==> config.mk <==
export PLATFORM = sky130hd
export DESIGN_NAME = free_list_flat
export DESIGN_NICKNAME = d
export VERILOG_FILES = /design/src/rtl/free_list_pkg.sv /design/src/rtl/free_list_if.sv /design/src/rtl/free_list_prefix_popcount.sv /design/src/rtl/free_list.sv /design/src/flat_wrapper.sv
export SDC_FILE = /design/constraint.sdc
export NUM_CORES = 2
export LEC_CHECK = 0
export CORE_AREA = 2 2 260 313
export CTS_CLUSTER_DIAMETER = 30
export CTS_CLUSTER_SIZE = 14
export DETAILED_ROUTE_END_ITERATION = 16
export DIE_AREA = 0 0 262 315
export PLACE_DENSITY = 0.68
export SETUP_SLACK_MARGIN = 0.5
export SLEW_MARGIN = 20
export SYNTH_ARGS = -nofsm -noshare
export SYNTH_HDL_FRONTEND = slang
export SYNTH_SLANG_ARGS = --single-unit
==> constraint.sdc <==
create_clock -name clk -period 50.2 [get_ports clk]
set_input_delay 12.55 -clock clk [delete_from_list [all_inputs] [get_ports clk]]
set_output_delay 12.55 -clock clk [all_outputs]
set_load 0.01 [all_outputs]
==> src/rtl/free_list_pkg.sv <==
// ----------------------------------------------------------------------------
// free_list_pkg
//   Shared sizing and types for the physical-register free list.
//   PHYS_REGS / ARCH_REGS set the register file split; the free ring holds
//   the PHYS_REGS-ARCH_REGS tags that are not architecturally mapped at reset.
//   Ring pointers carry one extra wrap bit so full and empty are distinct.
// ----------------------------------------------------------------------------
package free_list_pkg;

   localparam int PHYS_REGS      = 128;
   localparam int ARCH_REGS      = 64;
   localparam int DISPATCH_WIDTH = 2;
   localparam int COMMIT_WIDTH   = 2;
   localparam int FL_DEPTH       = PHYS_REGS - ARCH_REGS;
   localparam int PRF_W          = $clog2(PHYS_REGS);
   localparam int IDX_W          = $clog2(FL_DEPTH);
   localparam int PTR_W          = IDX_W + 1;

   typedef logic [PRF_W-1:0] prf_idx_t;
   typedef logic [PTR_W-1:0] fl_ptr_t;
   typedef logic [IDX_W-1:0] fl_idx_t;

   // Strip the wrap bit to get the storage slot a pointer refers to
   function automatic fl_idx_t ring_idx(input fl_ptr_t ptr);
      return ptr[IDX_W-1:0];
   endfunction

endpackage

==> src/rtl/free_list_if.sv <==
// ----------------------------------------------------------------------------
// free_list_if
//   Bundle between rename/dispatch + ROB commit (master) and the free list
//   (slave).
//   alloc_req_i      per-lane request for a new PRF
//   alloc_gnt_o      per-lane grant, combinational in the request cycle
//   alloc_prf_o      per-lane PRF, meaningful only where granted
//   free_count_o     registered count of allocatable entries
//   commit_valid_i   ROB commit lane valid
//   commit_rd_wen_i  committed instruction wrote rd
//   commit_old_prf_i PRF released by that commit
//   flush_i          ROB flush
//   error_o          sticky consistency error (0 unless checking is built in)
// ----------------------------------------------------------------------------
interface free_list_if;
   import free_list_pkg::*;

   logic [DISPATCH_WIDTH-1:0]           alloc_req_i;
   logic [DISPATCH_WIDTH-1:0]           alloc_gnt_o;
   prf_idx_t [DISPATCH_WIDTH-1:0]       alloc_prf_o;
   fl_ptr_t                             free_count_o;
   logic [COMMIT_WIDTH-1:0]             commit_valid_i;
   logic [COMMIT_WIDTH-1:0]             commit_rd_wen_i;
   prf_idx_t [COMMIT_WIDTH-1:0]         commit_old_prf_i;
   logic                                flush_i;
   logic                                error_o;

   modport master (
      output alloc_req_i, commit_valid_i, commit_rd_wen_i, commit_old_prf_i, flush_i,
      input  alloc_gnt_o, alloc_prf_o, free_count_o, error_o
   );

   modport slave (
      input  alloc_req_i, commit_valid_i, commit_rd_wen_i, commit_old_prf_i, flush_i,
      output alloc_gnt_o, alloc_prf_o, free_count_o, error_o
   );

endinterface

==> src/rtl/free_list_prefix_popcount.sv <==
// ----------------------------------------------------------------------------
// prefix_popcount
//   For an N-bit vector, gives each bit the number of set bits strictly below
//   it (exclusive prefix count) plus the total. Used to pack sparse alloc and
//   free lanes onto consecutive ring slots.
//   vec     input vector
//   prefix  per-bit exclusive prefix count
//   total   number of set bits
// ----------------------------------------------------------------------------
module prefix_popcount #(
   parameter int N     = 2,
   parameter int CNT_W = $clog2(N + 1)
) (
   input  logic [N-1:0]            vec,
   output logic [N-1:0][CNT_W-1:0] prefix,
   output logic [CNT_W-1:0]        total
);

   logic [CNT_W-1:0] acc_s;

   // Running sum: each bit sees the count accumulated before adding itself
   always_comb begin
      acc_s  = '0;
      prefix = '0;
      for (int i = 0; i < N; i++) begin
         prefix[i] = acc_s;
         acc_s     = acc_s + CNT_W'(vec[i]);
      end
      total = acc_s;
   end

endmodule

==> src/rtl/free_list.sv <==
// ----------------------------------------------------------------------------
// free_list
//   Circular FIFO of free physical register tags for rename/dispatch.
//   Allocation pops from a speculative head; ROB commits push the released
//   old PRF at the tail and advance a retire head. On flush the speculative
//   head snaps back to the retire head, reclaiming uncommitted allocations.
//   clk    clock
//   reset  asynchronous active-high reset
//   fl     free_list_if.slave (alloc, commit, flush, count, error)
//   Optional build macro FREE_LIST_CHECK_EN adds a PHYS_REGS-bit membership
//   vector and a sticky error_o; without it error_o is tied low.
// ----------------------------------------------------------------------------
module free_list
   import free_list_pkg::*;
(
   input  logic       clk,
   input  logic       reset,
   free_list_if.slave fl
);

   localparam int A_CNT_W = $clog2(DISPATCH_WIDTH + 1);
   localparam int C_CNT_W = $clog2(COMMIT_WIDTH + 1);

   prf_idx_t entries_r     [FL_DEPTH];
   prf_idx_t entries_nxt_s [FL_DEPTH];
   fl_ptr_t  head_r;
   fl_ptr_t  retire_head_r;
   fl_ptr_t  tail_r;
   fl_ptr_t  free_count_r;
   fl_ptr_t  head_nxt_s;
   fl_ptr_t  retire_head_nxt_s;
   fl_ptr_t  tail_nxt_s;
   fl_ptr_t  count_nxt_s;

   logic [DISPATCH_WIDTH-1:0][A_CNT_W-1:0] alloc_off_s;
   logic [A_CNT_W-1:0]                     alloc_req_total_s;
   logic [A_CNT_W-1:0]                     gnt_total_s;
   logic [DISPATCH_WIDTH-1:0]              alloc_gnt_s;
   prf_idx_t [DISPATCH_WIDTH-1:0]          alloc_prf_s;

   logic [COMMIT_WIDTH-1:0]                free_vld_s;
   logic [COMMIT_WIDTH-1:0][C_CNT_W-1:0]   free_off_s;
   logic [C_CNT_W-1:0]                     free_total_s;

   prefix_popcount #(.N(DISPATCH_WIDTH), .CNT_W(A_CNT_W)) u_alloc_pc (
      .vec    (fl.alloc_req_i),
      .prefix (alloc_off_s),
      .total  (alloc_req_total_s)
   );

   assign free_vld_s = fl.commit_valid_i & fl.commit_rd_wen_i;

   prefix_popcount #(.N(COMMIT_WIDTH), .CNT_W(C_CNT_W)) u_free_pc (
      .vec    (free_vld_s),
      .prefix (free_off_s),
      .total  (free_total_s)
   );

   // Grant lanes whose packed offset falls inside the current free count
   always_comb begin
      alloc_gnt_s = '0;
      alloc_prf_s = '0;
      for (int i = 0; i < DISPATCH_WIDTH; i++) begin
         alloc_gnt_s[i] = fl.alloc_req_i[i] & ~fl.flush_i &
                          (fl_ptr_t'(alloc_off_s[i]) < free_count_r);
         alloc_prf_s[i] = entries_r[ring_idx(head_r + fl_ptr_t'(alloc_off_s[i]))];
      end
   end

   // Grants always form a prefix of the requesting lanes, so their number is
   // min(requests, free count) outside a flush
   always_comb begin
      if (fl.flush_i) begin
         gnt_total_s = '0;
      end else if (fl_ptr_t'(alloc_req_total_s) <= free_count_r) begin
         gnt_total_s = alloc_req_total_s;
      end else begin
         gnt_total_s = A_CNT_W'(free_count_r);
      end
   end

   // Released PRFs land on consecutive tail slots; not visible to alloc
   // until the next cycle
   always_comb begin
      entries_nxt_s = entries_r;
      for (int j = 0; j < COMMIT_WIDTH; j++) begin
         entries_nxt_s[ring_idx(tail_r + fl_ptr_t'(free_off_s[j]))] =
            free_vld_s[j] ? fl.commit_old_prf_i[j]
                          : entries_nxt_s[ring_idx(tail_r + fl_ptr_t'(free_off_s[j]))];
      end
   end

   // Pointer updates; a flush rewinds the speculative head past this
   // cycle's commits
   always_comb begin
      tail_nxt_s        = tail_r + fl_ptr_t'(free_total_s);
      retire_head_nxt_s = retire_head_r + fl_ptr_t'(free_total_s);
      if (fl.flush_i) begin
         head_nxt_s = retire_head_nxt_s;
      end else begin
         head_nxt_s = head_r + fl_ptr_t'(gnt_total_s);
      end
      count_nxt_s = tail_nxt_s - head_nxt_s;
   end

   // Ring storage, pointers and registered free count
   always_ff @(posedge clk or posedge reset) begin
      if (reset) begin
         for (int k = 0; k < FL_DEPTH; k++) begin
            entries_r[k] <= prf_idx_t'(ARCH_REGS + k);
         end
         head_r        <= '0;
         retire_head_r <= '0;
         tail_r        <= fl_ptr_t'(FL_DEPTH);
         free_count_r  <= fl_ptr_t'(FL_DEPTH);
      end else begin
         entries_r     <= entries_nxt_s;
         head_r        <= head_nxt_s;
         retire_head_r <= retire_head_nxt_s;
         tail_r        <= tail_nxt_s;
         free_count_r  <= count_nxt_s;
      end
   end

   assign fl.alloc_gnt_o  = alloc_gnt_s;
   assign fl.alloc_prf_o  = alloc_prf_s;
   assign fl.free_count_o = free_count_r;

`ifdef FREE_LIST_CHECK_EN
   logic [PHYS_REGS-1:0] in_list_r;
   logic [PHYS_REGS-1:0] in_list_nxt_s;
   logic [PHYS_REGS-1:0] seen_s;
   logic                 error_r;
   logic                 error_det_s;

   // Membership tracking. Arch PRFs are mapped at reset and so start outside
   // the list; freeing any PRF already present (double free or a PRF that was
   // never handed out) or pushing past a full ring is an error.
   always_comb begin
      seen_s      = in_list_r;
      error_det_s = (free_count_r + fl_ptr_t'(free_total_s)) > fl_ptr_t'(FL_DEPTH);
      for (int j = 0; j < COMMIT_WIDTH; j++) begin
         error_det_s = error_det_s | (free_vld_s[j] & seen_s[fl.commit_old_prf_i[j]]);
         seen_s[fl.commit_old_prf_i[j]] = seen_s[fl.commit_old_prf_i[j]] | free_vld_s[j];
      end
      for (int i = 0; i < DISPATCH_WIDTH; i++) begin
         seen_s[alloc_prf_s[i]] = seen_s[alloc_prf_s[i]] & ~alloc_gnt_s[i];
      end
      in_list_nxt_s = '0;
      if (fl.flush_i) begin
         // Rebuild from the ring slots lying between the new head and tail
         for (int k = 0; k < FL_DEPTH; k++) begin
            in_list_nxt_s[entries_nxt_s[k]] = in_list_nxt_s[entries_nxt_s[k]] |
               (fl_ptr_t'(ring_idx(fl_ptr_t'(k) - head_nxt_s)) < count_nxt_s);
         end
      end else begin
         in_list_nxt_s = seen_s;
      end
   end

   // Membership vector and sticky error flag
   always_ff @(posedge clk or posedge reset) begin
      if (reset) begin
         in_list_r <= {{FL_DEPTH{1'b1}}, {ARCH_REGS{1'b0}}};
         error_r   <= 1'b0;
      end else begin
         in_list_r <= in_list_nxt_s;
         error_r   <= error_r | error_det_s;
      end
   end

   assign fl.error_o = error_r;
`else
   assign fl.error_o = 1'b0;
`endif

endmodule

==> src/flat_wrapper.sv <==
// flat-port wrapper written by rule: the top's interface ports become plain ports
module free_list_flat import free_list_pkg::*;
  (clk, reset, fl_alloc_req_i, fl_commit_valid_i, fl_commit_rd_wen_i, fl_commit_old_prf_i, fl_flush_i, fl_alloc_gnt_o, fl_alloc_prf_o, fl_free_count_o, fl_error_o);
  free_list_if fl_i ();
  input  logic clk;
  input  logic reset;
  input wire logic [$bits(fl_i.alloc_req_i)-1:0] fl_alloc_req_i;
  input wire logic [$bits(fl_i.commit_valid_i)-1:0] fl_commit_valid_i;
  input wire logic [$bits(fl_i.commit_rd_wen_i)-1:0] fl_commit_rd_wen_i;
  input wire logic [$bits(fl_i.commit_old_prf_i)-1:0] fl_commit_old_prf_i;
  input wire logic [$bits(fl_i.flush_i)-1:0] fl_flush_i;
  output wire logic [$bits(fl_i.alloc_gnt_o)-1:0] fl_alloc_gnt_o;
  output wire logic [$bits(fl_i.alloc_prf_o)-1:0] fl_alloc_prf_o;
  output wire logic [$bits(fl_i.free_count_o)-1:0] fl_free_count_o;
  output wire logic [$bits(fl_i.error_o)-1:0] fl_error_o;
  assign fl_i.alloc_req_i = fl_alloc_req_i;
  assign fl_i.commit_valid_i = fl_commit_valid_i;
  assign fl_i.commit_rd_wen_i = fl_commit_rd_wen_i;
  assign fl_i.commit_old_prf_i = fl_commit_old_prf_i;
  assign fl_i.flush_i = fl_flush_i;
  assign fl_alloc_gnt_o = fl_i.alloc_gnt_o;
  assign fl_alloc_prf_o = fl_i.alloc_prf_o;
  assign fl_free_count_o = fl_i.free_count_o;
  assign fl_error_o = fl_i.error_o;
  free_list u_core (.clk(clk), .reset(reset), .fl(fl_i));
endmodule
After elaboration in Yosys (flattened, before gate mapping)
Index checks and enable logic that the tools add are counted.
{"block": "totals", "reg_bits": 476, "elab_cells": 120}
{"block": "op_classes", "reduce_logical": 2, "bitwise": 10, "n_mux": 23, "addsub": 8, "n_lt_le_gt_ge": 9}
{"op": "bitwise mux 448 bit", "n": 2}
{"op": "binary-select mux 7 bit (select 6 bit)", "n": 4}
{"op": "two-way mux 7 bit", "n": 13}
{"op": "demux 7 bit (select 6 bit)", "n": 2}
{"op": ">= comparator 7 bit, second input constant", "n": 4}
{"op": "inverter 6 -> 7 bit", "n": 4}
{"op": "adder 7 x 2 -> 7 bit", "n": 3}
{"op": "less-than comparator 7 x 1 -> 1 bit, second input constant", "n": 2}
{"op": "adder 6 x 1 -> 6 bit", "n": 2}
{"op": "<= comparator 2 x 7 -> 1 bit", "n": 1}
{"op": "less-than comparator 1 x 7 -> 1 bit", "n": 1}
{"op": "less-than comparator 1 x 7 -> 1 bit, first input constant", "n": 1}
{"op": "subtractor 7 bit", "n": 1}
{"op": "adder 1 x 1 -> 2 bit", "n": 2}
{"op": "AND 1 bit", "n": 4}
{"op": "two-way mux 2 bit", "n": 2}
{"op": "AND 2 bit", "n": 1}
{"op": "logical AND 1 bit", "n": 2}
{"op": "inverter 1 bit", "n": 1}

Longest topological paths before layout
{"block": "depth", "ltp_word": 11, "depth_mapped": 20, "ltp_nobuf": 20}

Cells and area by module
Synthesis repeated with hierarchy kept, for this count alone.
{"block": "unflattened", "hier_cells": 4191, "hier_area_um2": 39407.8}
{"module": "free_list", "instances": 1, "seq_area_each_um2": 12234.2, "area_per_inst_um2": 39315.2, "cells_each": 4179}
{"module": "prefix_popcount", "instances": 2, "seq_area_each_um2": 0.0, "area_per_inst_um2": 46.3, "cells_each": 6}

Least setup slack after synthesis
OpenSTA, ideal clock, no wires.
{"block": "synth_timing", "kind": "in2out", "from": "in fl_alloc_req_i[0]", "to": "out fl_alloc_prf_o[10]", "required_ns": 37.650, "stages": 6, "setup_slack_ns": 22.202, "arrival_time_ns": 15.448, "cell_sequence": "ha_1 > ha_1 > xnor2_1 > clkbuf_1 > mux4_2 > mux4_2"}
{"block": "synth_between", "elab_chain_cells": 5}
{"element": "from (decl)", "line_no": "flat_wrapper.sv:7", "rtl": "input wire logic [$bits(fl_i.alloc_req_i)-1:0] fl_alloc_req_i;"}
{"element": "adder 6 x 1 -> 6 bit", "line_no": "free_list.sv:66", "rtl": "alloc_prf_s[i] = entries_r[ring_idx(head_r + fl_ptr_t'(alloc_off_s[i]))];"}
{"element": "inverter 6 -> 7 bit (implied by the code)", "line_no": "free_list.sv:66"}
{"element": "binary-select mux 7 bit (select 6 bit)", "line_no": "free_list.sv:66"}
{"element": "two-way mux 7 bit (implied by the code) (2 in a row)", "line_no": "free_list.sv:66"}
{"element": "to (decl)", "line_no": "flat_wrapper.sv:13", "rtl": "output wire logic [$bits(fl_i.alloc_prf_o)-1:0] fl_alloc_prf_o;"}
Every way passes these cells. The select of a mux whose other input is x is not followed.

Worst setup path after layout
{"block": "layout_timing", "from": "in fl_alloc_req_i[0]", "to": "out fl_alloc_prf_o[11]"}
The elaborated chain is that of the path after synthesis.

==> results.sh <==
export IMPL_rsz0062_at_grt="no"
export IMPL_grt_pass1_vias=37400
export IMPL_setup_tns_ns=0
export IMPL_worst_r2r_startpoint="u_core.tail_r[2]$_DFF_PP0_"
export IMPL_port_buffers=45
export IMPL_whs_endpoint="u_core.retire_head_r[6]$_DFF_PP0_"
export IMPL_place_area_mm2=0.0406
export IMPL_path_common_cell="mux4_2"
export IMPL_grt_use_total_pct=50.9
export IMPL_rrSetupSlack_ns=42.73
export IMPL_critPathRequiredTime_ns=37.65
export IMPL_synthesis_nets=4226
export IMPL_ys_ff_latch=476
export IMPL_post_cts_buffers=0
export IMPL_crit_fanout=57
export IMPL_synthCells=4182
export IMPL_cp_cell_sequence="clkdlybuf4s50_1 > ha_4 > ha_4 > buf_4 > mux4_2 > mux4_2 > mux4_2 > clkdlybuf4s50_1"
export IMPL_synth_avg_cell_area_um2=9.43
export IMPL_tightest_slew_ns=1.32
export IMPL_die_h_um=315
export IMPL_antenna_found_initial=16
export IMPL_seq_area_frac_synth_pct=31.0
export IMPL_min_delay_start="u_core.retire_head_r[6]$_DFF_PP0_"
export IMPL_cpPeakStageDelay_ns=0.79
export IMPL_r2r_cells=15
export IMPL_drv_cap=0
export IMPL_timing_final_crit_share_pct=59.2
export IMPL_layout_commonest_cell="nor2_1"
export IMPL_drc=0
export IMPL_clock_fmax_ghz=0.0337
export IMPL_ant_nets=0
export IMPL_worstReg2RegEnd="u_core.entries_r[271]$_DFF_PP0_"
export IMPL_post_place_ws_ns=20.53
export IMPL_slew_headroom_pct=11.0
export IMPL_cts_path_max_buffers=3
export IMPL_num_rows=114
export IMPL_cts_resized_gates=0
export IMPL_nNetsFinal=4095
export IMPL_netlist_area_mm2=0.0394
export IMPL_layout_common_cells="nor2_1, a21oi_1, a211oi_1"
export IMPL_outcome="completed"
export IMPL_fin_area_mm2=0.0442
export IMPL_wl_per_cell_um=41.0
export IMPL_clk_pin_slew_ns=0.04
export IMPL_setup_viol=0
export IMPL_drive_gt1_share_pct=25.7
export IMPL_hpwl_mm=147
export IMPL_grt_max_degree=125
export IMPL_end_kind="output port"
export IMPL_cp_slowest_cell="ha_4"
export IMPL_ys_async_sr_fraction_pct=100
export IMPL_synth_distinct_cells=97
export IMPL_drtIter0Drc=6843
export IMPL_root_buffer="clkbuf_16"
export IMPL_cp_start_kind="input port"
export IMPL_dp_cells=4993
export IMPL_holdPathStages=1
export IMPL_finalHoldViolations=0
export IMPL_cts_hold_buf=0
export IMPL_instances_no_fill=5188
export IMPL_dr_total_vias=40700
export IMPL_grt_pass1_wl_mm=297
export IMPL_wl_mm=212
export IMPL_fin_ws_ns=20.49
export IMPL_finClkSkew_ns=0.0425
export IMPL_initial_core_util_pct=49.4
export IMPL_design_portCount=47
export IMPL_die_w_um=262
export IMPL_core_mm2=0.0799
export IMPL_syn2layout_area_growth_pct=12.0
export IMPL_crit_buf_inv=3
export IMPL_cts_tree="yes"
export IMPL_grt_overflow_total=0
export IMPL_hold_path_class="reg2reg"
export IMPL_synth_edff_count=0
export IMPL_period_minus_slack_ns=29.71
export IMPL_vias_per_cell=7.84
export IMPL_firstDrtPassIters=9
export IMPL_die_area_mm2=0.0825
export IMPL_place_gp_congestion=1.07
export IMPL_ys_flop_type="dfstp_2"
export IMPL_path_class="in2out"
export IMPL_cp_data_arrival_time_ns=17.16
export IMPL_cts_buffers=100
export IMPL_synth_yosys_warnings=0
export IMPL_cts_max_level=3
export IMPL_clock_sinks=476
export IMPL_clkLatencyLatePin_ns=0.71
export IMPL_drv_slew=0
export IMPL_crit_family="buffers and inverters"
==> routing by layer <==
layer  global-route usage [%]  wire length [µm]
met2                     72.7             88300
met1                     63.2             74500
met4                     34.1             19000
met5                        0               102
met3                     20.1             30600
==> synth_stat cells (51+ instances only) <==
master	instances	area, µm²
a211oi_1	344	2580
a21oi_1	397	1990
a22oi_1	170	1280
buf_2	70	350
clkbuf_1	254	953
dfrtp_1	218	5460
dfstp_2	258	6780
inv_1	51	191
mux2_2	137	1540
mux2i_1	223	2230
mux4_2	252	5680
nand2_1	331	1240
nor2_1	502	1880
o21ai_0	127	636
o22ai_1	77	482
==> state kept, by name, indices dropped and copies added (netlist names) <==
name / cells
u_core.entries_r: 448
u_core.retire_head_r: 7
u_core.head_r: 7
u_core.tail_r: 7
u_core.fl.free_count_o: 7
==> stage by stage <==
stage	hold slack, ns	util (%)
floorplan	0.439	-
global placement	0.483	50.8
detailed placement	0.511	50.8
CTS	0.514	55.3
global route	0.527	55.3
finish	0.498	55.3
==> worst register-to-register path, cell delays in order, from the launching register on <==
cell	delay (ns)
dfrtp_4	0.67
buf_4	0.55
buf_4	0.63
inv_2	0.48
buf_4	0.39
mux2i_1	0.27
o22ai_1	0.15
nor3_1	0.81
a31oi_4	0.16
buf_4	0.34
a2111oi_1	0.68
buf_4	0.26
a2111oi_0	0.12
o21ai_4	0.68
buf_4	0.88
a21oi_1	0.21
==> layout make-up <==
type / count / area, µm²
well taps: 1044 / 1310
repair buffers: 182 / 1500
fillers: 7061 / 35700
clock inverters: 63 / 865
flip-flops and latches: 476 / 12300
inverters: 53 / 206
diodes: 6 / 15.0
multi-input cells: 3238 / 25300
clock buffers: 126 / 2700
==> logic make-up after synthesis <==
family | Yosys count | share of synthesized area, %
AO/OA/AOI/OAI | 1472 | 25.4
XOR/XNOR | 35 | 0.816
adder cells (fa/ha/maj) | 25 | 0.844
buffers and inverters | 468 | 5.52
flip-flops | 476 | 31.0
multiplexers | 613 | 24.0
other | 1 | 0.00951
AND/OR/NAND/NOR | 1092 | 12.4
==> worst max path at each step <==
stage	start	end	slack (ns)	depth (start not counted)
2_1_floorplan	fl_alloc_req_i[0]	fl_alloc_prf_o[10]	22.20	6
3_3_place_gp	fl_alloc_req_i[0]	fl_alloc_prf_o[11]	20.62	7
3_5_place_dp	fl_alloc_req_i[0]	fl_alloc_prf_o[11]	20.53	7
4_1_cts	fl_alloc_req_i[0]	fl_alloc_prf_o[11]	20.54	7
5_1_grt	fl_alloc_req_i[0]	fl_alloc_prf_o[11]	20.36	7
6_report	fl_alloc_req_i[0]	fl_alloc_prf_o[11]	20.49	8
Power is not shown: default switching activity piles up to over one toggle a cycle in this logic, so the estimate is an artifact.
